**src/rtl/ddr_stream_buffer.sv**
```systemverilog
// ddr_stream_buffer: uses a window of DDR2 as a large circular FIFO between an
// upstream word stream and a downstream reader, driving the controller's local
// (user-side) interface with single-beat writes and reads.
// Latency: a word reaches out_data >= 4 cycles after acceptance plus controller read latency.
// Backpressure: in_ready drops when the DDR window is full or a read is being issued;
//   reads are only issued while the output FIFO has credit, since rdata_valid cannot stall.
// Ports: phy_clk/reset_phy_clk (async, active high); local_* controller user interface;
//   in_data/in_valid/in_ready upstream; out_data/out_valid/out_ready downstream;
//   fill_level = words held in DDR not yet read-requested; err_overrun sticky drop flag.
module ddr_stream_buffer #(
  parameter int          ADDR_W    = 24,
  parameter int          DATA_W    = 64,
  parameter int          BE_W      = 8,
  parameter int unsigned BUF_BASE  = 0,
  parameter int unsigned BUF_WORDS = 2**20,
  parameter int unsigned OUT_DEPTH = 8
) (
  input  logic              phy_clk,
  input  logic              reset_phy_clk,
  input  logic              local_init_done,
  input  logic              local_ready,
  output logic [ADDR_W-1:0] local_address,
  output logic              local_write_req,
  output logic              local_read_req,
  output logic              local_burstbegin,
  output logic [2:0]        local_size,
  output logic [BE_W-1:0]   local_be,
  output logic [DATA_W-1:0] local_wdata,
  input  logic [DATA_W-1:0] local_rdata,
  input  logic              local_rdata_valid,
  input  logic [DATA_W-1:0] in_data,
  input  logic              in_valid,
  output logic              in_ready,
  output logic [DATA_W-1:0] out_data,
  output logic              out_valid,
  input  logic              out_ready,
  output logic [ADDR_W:0]   fill_level,
  output logic              err_overrun
);

  localparam int PTR_W = $clog2(BUF_WORDS);
  localparam int CNT_W = $clog2(OUT_DEPTH) + 1;
  localparam logic [ADDR_W:0]   FULL_LVL = (ADDR_W+1)'(BUF_WORDS);
  localparam logic [ADDR_W-1:0] BASE_A   = ADDR_W'(BUF_BASE);
  localparam logic [CNT_W-1:0]  DEPTH_C  = CNT_W'(OUT_DEPTH);

  typedef enum logic [1:0] {WAIT_INIT, IDLE, WRITE, READ} state_t;

  state_t            state;
  logic [PTR_W-1:0]  wr_ptr;
  logic [PTR_W-1:0]  rd_ptr;
  logic [CNT_W-1:0]  out_count;
  logic [CNT_W-1:0]  outstanding;
  logic [CNT_W-1:0]  out_count_nxt;
  logic [CNT_W-1:0]  push_idx;
  logic [CNT_W:0]    committed;
  logic [DATA_W-1:0] mem [OUT_DEPTH];
  logic              rd_go;
  logic              rd_acc;
  logic              fifo_full;
  logic              push;
  logic              pop;

  // Every output slot is either occupied or promised to a read in flight;
  // a new read may only be issued while some slot is still unpromised.
  assign committed = {1'b0, out_count} + {1'b0, outstanding};
  assign rd_go     = (state == IDLE) && (fill_level != '0) && (committed < {1'b0, DEPTH_C});
  assign in_ready  = (state == IDLE) && !rd_go && (fill_level < FULL_LVL);
  assign rd_acc    = (state == READ) && local_ready;

  assign local_size = {2'b00, local_burstbegin};
  assign local_be   = {BE_W{local_burstbegin}};

  always_ff @(posedge phy_clk or posedge reset_phy_clk) begin
    if (reset_phy_clk) begin
      state            <= WAIT_INIT;
      wr_ptr           <= '0;
      rd_ptr           <= '0;
      fill_level       <= '0;
      local_write_req  <= 1'b0;
      local_read_req   <= 1'b0;
      local_burstbegin <= 1'b0;
      local_address    <= '0;
      local_wdata      <= '0;
    end else begin
      case (state)
        WAIT_INIT: if (local_init_done) state <= IDLE;
        IDLE: begin
          if (rd_go) begin
            state            <= READ;
            local_read_req   <= 1'b1;
            local_burstbegin <= 1'b1;
            local_address    <= BASE_A + ADDR_W'(rd_ptr);
          end else if (in_valid && in_ready) begin
            state            <= WRITE;
            local_write_req  <= 1'b1;
            local_burstbegin <= 1'b1;
            local_address    <= BASE_A + ADDR_W'(wr_ptr);
            local_wdata      <= in_data;
          end
        end
        WRITE: if (local_ready) begin
          state            <= IDLE;
          local_write_req  <= 1'b0;
          local_burstbegin <= 1'b0;
          wr_ptr           <= wr_ptr + 1'b1;   // window is a power of two: wraps naturally
          fill_level       <= fill_level + 1'b1;
        end
        READ: if (local_ready) begin
          state            <= IDLE;
          local_read_req   <= 1'b0;
          local_burstbegin <= 1'b0;
          rd_ptr           <= rd_ptr + 1'b1;
          fill_level       <= fill_level - 1'b1;
        end
        default: state <= WAIT_INIT;
      endcase
    end
  end

  // Output FIFO is a shift register so the head (out_data) is always slot 0.
  assign fifo_full = (out_count == DEPTH_C);
  assign push      = local_rdata_valid && !fifo_full;
  assign pop       = out_valid && out_ready;
  assign push_idx  = pop ? out_count - 1'b1 : out_count;
  assign out_data  = mem[0];

  always_comb begin
    out_count_nxt = out_count;
    case ({push, pop})
      2'b10:   out_count_nxt = out_count + 1'b1;
      2'b01:   out_count_nxt = out_count - 1'b1;
      default: out_count_nxt = out_count;
    endcase
  end

  always_ff @(posedge phy_clk or posedge reset_phy_clk) begin
    if (reset_phy_clk) begin
      out_count   <= '0;
      outstanding <= '0;
      out_valid   <= 1'b0;
      err_overrun <= 1'b0;
      for (int i = 0; i < OUT_DEPTH; i++) mem[i] <= '0;
    end else begin
      for (int i = 0; i < OUT_DEPTH; i++) begin
        if (push && (CNT_W'(i) == push_idx)) mem[i] <= local_rdata;
        else if (pop) mem[i] <= mem[(i < OUT_DEPTH-1) ? i+1 : i];
      end
      out_count <= out_count_nxt;
      out_valid <= (out_count_nxt != '0);
      // A stray strobe with nothing outstanding must not wrap the counter and
      // lock out all future reads.
      case ({rd_acc, local_rdata_valid && (outstanding != '0)})
        2'b10:   outstanding <= outstanding + 1'b1;
        2'b01:   outstanding <= outstanding - 1'b1;
        default: outstanding <= outstanding;
      endcase
      if (local_rdata_valid && fifo_full) err_overrun <= 1'b1;
    end
  end

endmodule

```
**config.mk**
```make
export PLATFORM = sky130hd
export DESIGN_NAME = ddr_stream_buffer
export DESIGN_NICKNAME = d
export VERILOG_FILES = /design/src/rtl/ddr_stream_buffer.sv
export SDC_FILE = /design/constraint.sdc
export NUM_CORES = 2
export LEC_CHECK = 0
export ABC_AREA = 1
export CAP_MARGIN = 20
export CORE_MARGIN = 2
export CORE_UTILIZATION = 62
export DETAILED_ROUTE_END_ITERATION = 12
export PLACE_DENSITY = 0.95
export SLEW_MARGIN = 20
export SYNTH_ARGS = -nofsm -noshare
export SYNTH_HDL_FRONTEND = slang
export SYNTH_SLANG_ARGS = --single-unit
```
**constraint.sdc**
```tcl
create_clock -name phy_clk -period 34.5 [get_ports phy_clk]
set_input_delay 5.175 -clock phy_clk [delete_from_list [all_inputs] [get_ports phy_clk]]
set_output_delay 5.175 -clock phy_clk [all_outputs]
set_load 0.02 [all_outputs]
```
==> impl_metrics.env <==
export IMPL_status="complete, no violations"
export IMPL_synth_edf_count=0
export IMPL_fin_ws_ns=26.10
export IMPL_cts_hold_buffers=0
export IMPL_cts_setup_buffers=0
export IMPL_cts_tree="built"
export IMPL_maxCapViolCount=0
export IMPL_die_w_um=232.4
export IMPL_viasPerCell=6.099
export IMPL_cts_root_buf="clkbuf_16"
export IMPL_ios=329
export IMPL_yosysTopAreaCell="dfrtp_1"
export IMPL_grt_max_degree=179
export IMPL_cts_resized=0
export IMPL_synth_top_cell_area_share_pct=52.32
export IMPL_grt_pass1_vias=29220
export IMPL_clkSinkCount=676
export IMPL_area_growth_syn_to_layout_pct=14.40
export IMPL_ys_flop_type="dfrtp_1"
export IMPL_post_route_period_util_pct=24.35
export IMPL_powerDensity_nw_per_um2=91.88
export IMPL_nFillCells=3461
export IMPL_ant_nets=0
export IMPL_final_cell_mix="1464 x nand2_1, 1127 x nand3_1, 676 x dfrtp_1"
export IMPL_grtUsageTotal_pct=34.93
export IMPL_ys_seq_elements=676
export IMPL_met1_usage_pct=44.05
export IMPL_worstMarginPinSlew_ns=0.9703
export IMPL_slew_violations=0
export IMPL_fin_nets=4260
export IMPL_crit_type="input port to flip-flop"
export IMPL_yosysWarnings=0
export IMPL_cts_buffers=68
export IMPL_dp_hpwl_mm=56.25
export IMPL_yosysUniqueCellTypes=43
export IMPL_peakVddDrop_uv=79.26
export IMPL_drt_iter0_markers=3484
export IMPL_insertion_delay_ns=0.62
export IMPL_leakage_uw=0.01823
export IMPL_clk_path_buf_depth=3
export IMPL_grt_overflow_total=0
export IMPL_core_area_um2=51410
export IMPL_drive_above_1_share_pct=4.594
export IMPL_cp_arrival_ns=8.89
export IMPL_grt_busiest_layer="met2"
export IMPL_drc=0
export IMPL_setup_viol=0
export IMPL_grt_first_pass_wirelength_mm=151.0
export IMPL_syn_inst=4063
export IMPL_dr_pass1_iters=8
export IMPL_cp_data_required_time_ns=34.99
export IMPL_hold_violations=0
export IMPL_layout_commonest_cell="nand2_1"
export IMPL_initial_utilization_pct=62.89
export IMPL_syn_avg_cell_area_um2=7.957
export IMPL_synth_seq_area_share_pct=52.32
export IMPL_grt_util_met2_pct=57.09
export IMPL_timing_fmax_ghz=0.1191
export IMPL_rsz0062_at_grt="no"
export IMPL_min_path_type="flip-flop to flip-flop"
export IMPL_period_needed_ns=8.399
export IMPL_wirelength_mm=93.35
export IMPL_use_met3_pct=9.590
export IMPL_fin_skew_ns=0.03175
export IMPL_num_rows=83
export IMPL_place_ws_ns=25.59
export IMPL_ys_top_cells_by_area="dfrtp_1 52%, nand3_1 17%, nand2_1 17%"
export IMPL_clk_transition_reported_paths_ns=0.06
export IMPL_synth_area_um2=32330
export IMPL_antenna_found_initial=10
export IMPL_wl_per_cell_um=19.29
export IMPL_die_area_um2=53990
export IMPL_end_kind="flip-flop"
export IMPL_cp_start_kind="input port"
export IMPL_max_slew_margin_pct=35.32
export IMPL_tns_ns=0
export IMPL_htree_num_levels=3
export IMPL_crit_fanout=67
export IMPL_port_buffers=322
export IMPL_total_power_uw=3398
export IMPL_vias=29510
export IMPL_async_reset_ff_share_pct=100.0
export IMPL_die_h_um=232.4
export IMPL_gp_congestion=0.9082
where the power goes:
| group | switching [µW] | internal (µW) |
|---|---|---|
| clock | 315 | 417 |
| combinational | 822 | 473 |
| sequential | 234 | 1140 |
synthesized netlist by cell type, types with 5 or more instances:
master    count
a21oi_1      14
xor2_1       33
inv_1       108
buf_4        84
buf_1        22
inv_2         5
nor3_1       10
nor2_4        5
ha_1         13
clkbuf_1     93
xnor2_1      14
dfrtp_1     676
nand4_1      31
nand2_1    1465
buf_2       138
and3_1        8
nor2_1       77
o21ai_0      32
nand3_1    1127
clkbuf_2     56
nor2_2        9
o22ai_1       6
nand2_2       9
cell families (layout without fill, tap and decap cells):
group                      Yosys count  after routing  share of synthesized area, %
other                                1              7                       0.01160
and+or+nand+nor                   2753           2753                         37.04
DFF                                676            676                         52.32
xor gates and xnor gates            47             47                         1.273
buffers and inverters              507            597                         7.612
adders and majority gates           14             14                        0.5651
AOI/OAI and AO/OA                   65             65                         1.177
per-stage QoR:
stage / std cells / util, % / area [µm²] / hold WS, ns
after floorplan: 4068 / - / 32350 / 0.4420
after global placement: 4720 / 67.64 / 34770 / 0.4528
after detailed placement: 4720 / 67.64 / 34770 / 0.4590
after CTS: 4837 / 71.89 / 36950 / 0.4735
after global routing: 4838 / 71.94 / 36980 / 0.4907
final: 4839 / 71.95 / 36990 / 0.4697
metal layers:
metal,vias to the layer above,part of all wire (%)
met5,-,0.12
met4,18,3.8
met3,351,11
met2,1902,48
met1,14010,37
li1,13230,-
critical path, cell delays in order:
cell             delay [ns]
clkdlybuf4s50_1        0.47
nand2_2                0.16
or2_1                  0.27
nand2_1                0.06
nand2_1                0.10
nor2_4                 0.10
buf_4                  0.60
and3_2                 0.29
buf_4                  0.65
nor2_4                 0.31
buf_4                  0.39
nand2_1                0.16
nand3_1                0.10
worst paths after layout:
| kind | start | endpoint | slack (ns) | cells after the start |
|---|---|---|---|---|
| worst max-delay path | out_ready | mem[260]$_DFFE_PP0P_ | 26.10 | 13 |
| min in group asynchronous | reset_phy_clk | out_data[11]$_DFFE_PP0P_ | 5.12 | 2 |
| worst min-delay path | mem[53]$_DFFE_PP0P_ | mem[53]$_DFFE_PP0P_ | 0.47 | 2 |
| worst min register to register | mem[53]$_DFFE_PP0P_ | mem[53]$_DFFE_PP0P_ | 0.47 | 2 |
| worst max register to register | out_count[0]$_DFF_PP0_ | mem[260]$_DFFE_PP0P_ | 30.42 | 13 |
| max in group asynchronous | reset_phy_clk | local_wdata[23]$_DFFE_PP0P_ | 27.15 | 4 |
registers in the layout, summed over array words and instances (netlist names):
name and cells:
fill_level 25, local_write_req 1, mem 448, local_read_req 1, local_burstbegin 1, rd_ptr 20
err_overrun 1, local_address 20, local_wdata 64, out_data 64, state 2, out_count 4
outstanding 4, out_valid 1, wr_ptr 20
final cells by class:
cell class	instances	area (µm²)	area share, %
inverters	114	447.9	1.211
diodes	1	2.502	0.006766
clock inverters	19	198.9	0.5379
clock buffers	98	1986	5.369
well taps	680	850.8	2.300
multi-input cells	2885	13010	35.17
flip-flops and latches	676	16920	45.74
repair buffers	366	3577	9.672
Power figures use the tool's default switching activity.
